==> config.mk <==
export PLATFORM = sky130hd
export DESIGN_NAME = cla_seq32
export DESIGN_NICKNAME = d
export VERILOG_FILES = /design/src/rtl/cla_seq32.sv
export SDC_FILE = /design/constraint.sdc
export NUM_CORES = 1
export LEC_CHECK = 0
export BUFFER_PORTS_ARGS = -buffer_cell sky130_fd_sc_hd__buf_2
export CAP_MARGIN = 20
export CORE_AREA = 8 8 126 99
export CTS_CLUSTER_DIAMETER = 150
export DETAILED_ROUTE_END_ITERATION = 16
export DIE_AREA = 0 0 134 107
export GPL_TIMING_DRIVEN = 0
export PLACE_DENSITY = 0.77
export SYNTH_ARGS = -nofsm -noshare
export SYNTH_HDL_FRONTEND = slang
export SYNTH_SLANG_ARGS = --single-unit
==> constraint.sdc <==
create_clock -name clk -period 10.4 [get_ports clk]
set_input_delay 2.08 -clock clk [delete_from_list [all_inputs] [get_ports clk]]
set_output_delay 2.08 -clock clk [all_outputs]
set_load 0.05 [all_outputs]
==> src/rtl/cla_seq32.sv <==
// rtl/cla_seq32.sv - sequential 32-bit add/subtract built from one reused 4-bit CLA slice
//
// cla4_ov   : 4-bit carry-lookahead adder slice
//   a, b    in  [3:0]  slice operands
//   ci      in         carry in
//   s       out [3:0]  slice sum
//   c3      out        carry into bit 3 (feeds signed-overflow detection)
//   co      out        carry out of bit 3
//
// cla_seq32 : 32-bit adder/subtractor, one 4-bit slice per clock, LSB slice first
//   clk      in         system clock, rising edge
//   reset    in         asynchronous, active-high
//   start    in         request pulse, accepted in IDLE or DONE
//   op       in         0 = a+b, 1 = a-b
//   a, b     in  [31:0] operands, sampled only when start is accepted
//   busy     out        high during the 8 RUN cycles
//   done     out        one-cycle pulse, result/carry/overflow valid
//   result   out [31:0] sum or difference, held until the next accepted start
//   carry    out        carry out of bit 31 (subtract: 1 = no borrow)
//   overflow out        two's-complement signed overflow

module cla4_ov (
  input  logic [3:0] a,
  input  logic [3:0] b,
  input  logic       ci,
  output logic [3:0] s,
  output logic       c3,
  output logic       co
);

  logic [3:0] p;
  logic [3:0] g;
  logic       c1;
  logic       c2;

  always_comb begin
    p  = a ^ b;
    g  = a & b;
    c1 = g[0] | (p[0] & ci);
    c2 = g[1] | (p[1] & g[0]) | (p[1] & p[0] & ci);
    c3 = g[2] | (p[2] & g[1]) | (p[2] & p[1] & g[0]) | (p[2] & p[1] & p[0] & ci);
    co = g[3] | (p[3] & g[2]) | (p[3] & p[2] & g[1]) | (p[3] & p[2] & p[1] & g[0])
       | (p[3] & p[2] & p[1] & p[0] & ci);
    s  = p ^ {c3, c2, c1, ci};
  end

endmodule

module cla_seq32 (
  input  logic        clk,
  input  logic        reset,
  input  logic        start,
  input  logic        op,
  input  logic [31:0] a,
  input  logic [31:0] b,
  output logic        busy,
  output logic        done,
  output logic [31:0] result,
  output logic        carry,
  output logic        overflow
);

  typedef enum logic [1:0] {
    IDLE = 2'd0,
    RUN  = 2'd1,
    DONE = 2'd2
  } state_t;

  state_t      state_q, state_d;
  logic [31:0] a_q, a_d;
  logic [31:0] b_q, b_d;
  logic        cin_q, cin_d;
  logic [2:0]  cnt_q, cnt_d;
  logic [31:0] result_q, result_d;
  logic        carry_q, carry_d;
  logic        overflow_q, overflow_d;

  logic [4:0]  slice_lsb;
  logic [3:0]  slice_a;
  logic [3:0]  slice_b;
  logic [3:0]  slice_s;
  logic        slice_c3;
  logic        slice_co;

  // The slice counter selects which nibble of the operand registers feeds the
  // single adder slice this cycle.
  always_comb begin
    slice_lsb = {cnt_q, 2'b00};
    slice_a   = a_q[slice_lsb +: 4];
    slice_b   = b_q[slice_lsb +: 4];
  end

  cla4_ov u_slice (
    .a  (slice_a),
    .b  (slice_b),
    .ci (cin_q),
    .s  (slice_s),
    .c3 (slice_c3),
    .co (slice_co)
  );

  always_comb begin
    state_d    = state_q;
    a_d        = a_q;
    b_d        = b_q;
    cin_d      = cin_q;
    cnt_d      = cnt_q;
    result_d   = result_q;
    carry_d    = carry_q;
    overflow_d = overflow_q;
    busy       = 1'b0;
    done       = 1'b0;

    case (state_q)
      IDLE: begin
        if (start) begin
          state_d  = RUN;
          a_d      = a;
          // Subtract is a + ~b + 1: invert B here and preload the +1 as carry in.
          b_d      = op ? ~b : b;
          cin_d    = op;
          cnt_d    = 3'd0;
          result_d = 32'd0;
        end
      end
      RUN: begin
        busy                     = 1'b1;
        result_d[slice_lsb +: 4] = slice_s;
        cin_d                    = slice_co;
        cnt_d                    = cnt_q + 3'd1;
        if (cnt_q == 3'd7) begin
          state_d    = DONE;
          carry_d    = slice_co;
          overflow_d = slice_c3 ^ slice_co;
        end
      end
      DONE: begin
        done    = 1'b1;
        state_d = IDLE;
        if (start) begin
          state_d  = RUN;
          a_d      = a;
          b_d      = op ? ~b : b;
          cin_d    = op;
          cnt_d    = 3'd0;
          result_d = 32'd0;
        end
      end
      default: begin
        state_d = IDLE;
      end
    endcase
  end

  always_ff @(posedge clk or posedge reset) begin
    if (reset) begin
      state_q    <= IDLE;
      a_q        <= 32'd0;
      b_q        <= 32'd0;
      cin_q      <= 1'b0;
      cnt_q      <= 3'd0;
      result_q   <= 32'd0;
      carry_q    <= 1'b0;
      overflow_q <= 1'b0;
    end else begin
      state_q    <= state_d;
      a_q        <= a_d;
      b_q        <= b_d;
      cin_q      <= cin_d;
      cnt_q      <= cnt_d;
      result_q   <= result_d;
      carry_q    <= carry_d;
      overflow_q <= overflow_d;
    end
  end

  assign result   = result_q;
  assign carry    = carry_q;
  assign overflow = overflow_q;

endmodule
Word-level counts from Yosys, hierarchy flattened --
Cells that the tools add are included.
Storage, ports and cells: input port bits 68, register bits 104, output and inout port bits 36
Cells by class: shift-type cells 4, bitwise gates (word level) 31, eq/ne operators 6, multiplexer cells 14, add/subtract/negate cells 2, reductions and logical operators 7
Operator list (count):
- $mux 32 | 2
- $pmux 32 s2 | 1
- $shiftx 32x6->4 | 2
- $bwmux 32 | 1
- $not 32->32 | 1
- $shift 4x7->32 const A | 1
- $shiftx 4x7->32 | 1
- $and 1x1->1 | 16
- $or 1x1->1 | 10
- $reduce_and 2->1 | 4
- $xor 4x4->4 | 2
- $neg 5->7 | 1
- $pmux 2 s3 | 1
- $pmux 3 s2 | 1
- $and 4x4->4 | 1
- $mux 1 | 4
- $mux 2 | 2
- $ne 2x2->1 const B | 2
- $add 3x1->3 const B | 1
- $eq 3x3->1 const B | 1
- $mux 3 | 1
- $eq 2x1->1 const B | 1
- $eq 2x2->1 const B | 1
- $logic_not 2->1 | 1
- other kinds (5) | 5

Longest topological paths before layout --
word-level depth 10, gate-level depth with buffers 10, gate-level depth less buffers 8

Cells and area by module --
From an unflattened synthesis, not the netlist that was laid out.
Unflattened totals: cells, all modules 508, area, all modules 5241.3 um^2
Modules (own cells, without submodules):
- cla_seq32 | instances 1, sequential area each 2602.5 um^2, cells each 490, area each 5086.1 um^2
- cla4_ov | instances 1, sequential area each 0.0 um^2, cells each 18, area each 155.1 um^2

Worst setup path before layout --
OpenSTA, ideal clock, no wires.
path kind reg-to-output, start point register state_q[0], end point output port done, arrival time 1.082 ns, buffers on the path 0, required time 8.320 ns, setup slack 7.238 ns, stages on the path, launching flop included 2, cells stage by stage dfrtp_1 nor2b_1
On the way: word-level cells in the longest chain between the ends 2
RTL lines:
- start: declaration | line 69 | state_t state_q, state_d;
- start signal: assignment | line 166 | state_q <= state_d;
- $eq 2x2->1 | line 114 | case (state_q)
- $mux 1 | line 114
- end: declaration | line 57 | output logic done,
Every way passes these cells.

Worst setup path after layout --
start point register state_q[1], end point output port busy
On the way: word-level cells in the longest chain between the ends 2
RTL lines:
- $eq 2x1->1 | line 114
- $mux 1 | line 114
- end: declaration | line 56 | output logic busy,
Every way passes these cells.

==> results.json <==
{
  "nets": 676,
  "max_slew.worst_pin.slew_ns": 0.7014,
  "drc": 0,
  "whs_ns": 0.4744,
  "post_synth.cell_area_avg_um2": 10.63,
  "ios": 104,
  "grt_use_total": 0.1833,
  "p_seq_frac": 0.301,
  "path_clk_slew_ns": 0.07,
  "rsz0062_at_grt": "false",
  "cp-end-kind": "output port",
  "reg2reg_to": "result[27]",
  "holdCritPathClass": "flop to flop",
  "synthCells": 481,
  "cts_buffers": 9,
  "hpwl_mm": 9.623,
  "intPower_mw": 1.196,
  "met2_usage": 0.2932,
  "met1_usage": 0.2412,
  "antenna_left": 0,
  "grtUsageMet3": 0.05140,
  "grt-ovfl-total": 0,
  "setup_viol": 0,
  "fmax_mhz": 274.2,
  "drt-total-wl_mm": 12.48,
  "power_per_cell_area_mw_per_mm2": 381.0,
  "tns_ns": 0,
  "io_buffers": 102,
  "finalMaxSlewViolations": 0,
  "synth_top_area_frac": 0.5092,
  "clk-insertion-delay-late_ns": 0.35,
  "r2r_cells": 10,
  "maxCapViolCount": 0,
  "syn_nets": 562,
  "synth_top_area_cell": "dfrtp_1",
  "p_switching_mw": 1.127,
  "slew_headroom": 0.5324,
  "fin_crit_sh": 0.3507,
  "cts_tree": "done",
  "n_antenna_cell": 0,
  "die_area_mm2": 0.01434,
  "start_util": 0.4854,
  "drive_gt1_frac": 0.2833,
  "wl_per_cell_um": 16.87,
  "num_rows": 33,
  "ys_ff_latch": 104,
  "cp.arrival_ns": 1.57,
  "synth_warnings": 0,
  "die_y_um": 107,
  "cp.required_ns": 8.32,
  "vias": 3817,
  "first_iter_violations": 218,
  "netlist_area_mm2": 0.005111,
  "min_from": "b_q[14]",
  "path_max_fanout": 9,
  "top_usage_layer": "met2",
  "grt_pass1_wl_mm": 21.01,
  "drt-pass1-iter-count": 4,
  "post-cts-setup-buffers": 0,
  "grt_max_degree": 64,
  "ys_types": 37,
  "grt_pass1_vias": 4250,
  "place.gp.congestion": 0.8274,
  "reg2reg_slack_ns": 7.04,
  "clock_skew_ns": 0.006933,
  "die_x_um": 134,
  "htree_levels": 3,
  "r2r-start": "cnt_q[1]",
  "hold_path_depth": 2,
  "worstSetupPathType": "flop to output port",
  "startpoint_type": "flop",
  "p_leak_nw": 3.102,
  "yosys-top-cells-area": "dfrtp_1, nand2_1, mux4_2, xnor2_1, o21ai_0",
  "postCtsHoldBufs": 0,
  "clockPowerShare": 0.135,
  "area.growth.synth_to_final_pct": 19.31,
  "post-route-min-period_ns": 3.647,
  "ir_drop_mv": 0.2196,
  "antenna_found_initial": 0,
  "outcome": "completed",
  "cts.sinks": 104,
  "viasPerCell": 5.158,
  "cts_resized": 0,
  "ys_seq_area_frac": 0.5092,
  "cts-root-buf": "clkbuf_16",
  "hold_path_end": "b_q[14]",
  "clk_path_buf_depth": 2,
  "hold_viol": 0,
  "core_region_area_mm2": 0.01053,
  "combPwrFrac": 0.564,
  "sw_frac_of_total": 0.4852
}
-- Yosys cell counts --
cell type  instances
nand2_1          166
dfrtp_1          104
o21ai_0           37
xnor2_1           35
a22o_1            20
mux4_2            16
buf_2             15
ha_1              12
mux2i_1            9
clkbuf_1           8
nor2_1             8
inv_1              5
a21oi_1            4
buf_6              4
o2bb2ai_1          4
a21oi_2            3
a31oi_4            3
xor2_1             3
a211oi_1           2
and2_1             2
nand2b_1           2
nand3_1            2
nor2b_1            2
nor3_4             2
and2b_1            1
and3_1             1
clkbuf_2           1
clkinv_1           1
fa_1               1
nand4b_2           1
nor2_4             1
nor4_2             1
nor4_4             1
nor4b_4            1
o2111ai_1          1
o21bai_2           1
o22ai_1            1
-- how the worst max path moves through the flow --
stage | start | slack, ns | endpoint | cells after the start
detailed placement | cnt_q[1] | 7.03 | result[15] | 10
global placement | reset | 4.55 | b_q[12] | 2
floorplan | reset | 5.59 | a_q[0] | 1
finish | state_q[1] | 6.75 | busy | 4
global route | state_q[1] | 6.66 | busy | 4
CTS | state_q[1] | 6.75 | busy | 4
-- power groups by stage --
| stage | Sequential [mW] | Clock, mW | Combinational (mW) |
|---|---|---|---|
| after detailed placement | 0.706 | 0 | 1.32 |
| after floorplan | 0.875 | 0 | 0.789 |
| after global routing | 0.722 | 0.335 | 1.43 |
| after CTS | 0.700 | 0.320 | 1.32 |
| final | 0.700 | 0.314 | 1.31 |
| after global placement | 0.692 | 0 | 1.28 |
-- metal layers --
metal	wire length, µm	share of wire	vias to the layer above
met4	132	0.011	0
met3	722	0.058	13
met1	5818	0.47	1847
li1	-	-	1843
met5	0	0	-
met2	5810	0.47	114
-- registers in the layout, indices dropped and copies added (netlist names) --
name	flops
cnt_q	3
overflow	1
state_q	2
cin_q	1
carry	1
b_q	32
a_q	32
result	32
-- stage by stage --
stage / instance area [µm²] / utilization / setup slack (ns) / power (mW) / instances
floorplan: 5111 / - / 5.588 / 1.664 / 481
global placement: 5797 / 0.5506 / 4.554 / 1.974 / 723
finish: 6098 / 0.5792 / 6.753 / 2.323 / 740
detailed placement: 5827 / 0.5534 / 7.025 / 2.027 / 724
global route: 6098 / 0.5792 / 6.658 / 2.484 / 740
CTS: 6098 / 0.5792 / 6.753 / 2.345 / 740
-- critical path: stages (launching register included) --
cell	delay, ns
dfrtp_1	0.38
nand2b_1	0.15
buf_6	0.16
inv_1	0.20
buf_2	0.33
-- cell families after synthesis --
logic type,Yosys count,share of synthesized area
adders and majority gates,13,0.03329
AOI/OAI and AO/OA,76,0.1070
xor gates and xnor gates,38,0.06512
and+or+nand+nor,191,0.1625
muxes,25,0.08813
DFF,104,0.5092
buffers and inverters,34,0.03476
-- placed cells by master, fill, tap and decap left out, types with 2 or more instances in the layout --
cell type and count:
nand3_1 2, nand2b_1 2, inv_1 4, dfrtp_1 104, xnor2_1 35, nor2_1 8, clkbuf_1 8, o21ai_0 37
clkinv_2 3, mux2i_1 9, a211oi_1 2, ha_1 12, clkbuf_16 9, nand2_1 166, a21oi_1 4, nor3_4 2
a31oi_4 3, mux4_2 16, nor2b_1 2, and2_1 2, a21oi_2 3, buf_6 4, buf_2 117, a22o_1 20
xor2_1 3, clkinvlp_4 3, o2bb2ai_1 4
-- cell type report --
cell class              count  area [µm²]
fillers                   925        4431
flip-flops and latches    104        2603
multi-input cells         343        2331
repair buffers            103       538.0
clock buffers               9       225.2
well taps                 140       175.2
plain buffers              28       155.1
clock inverters             7       46.29
inverters                   6       25.02
(Power assumes the default switching activity.)
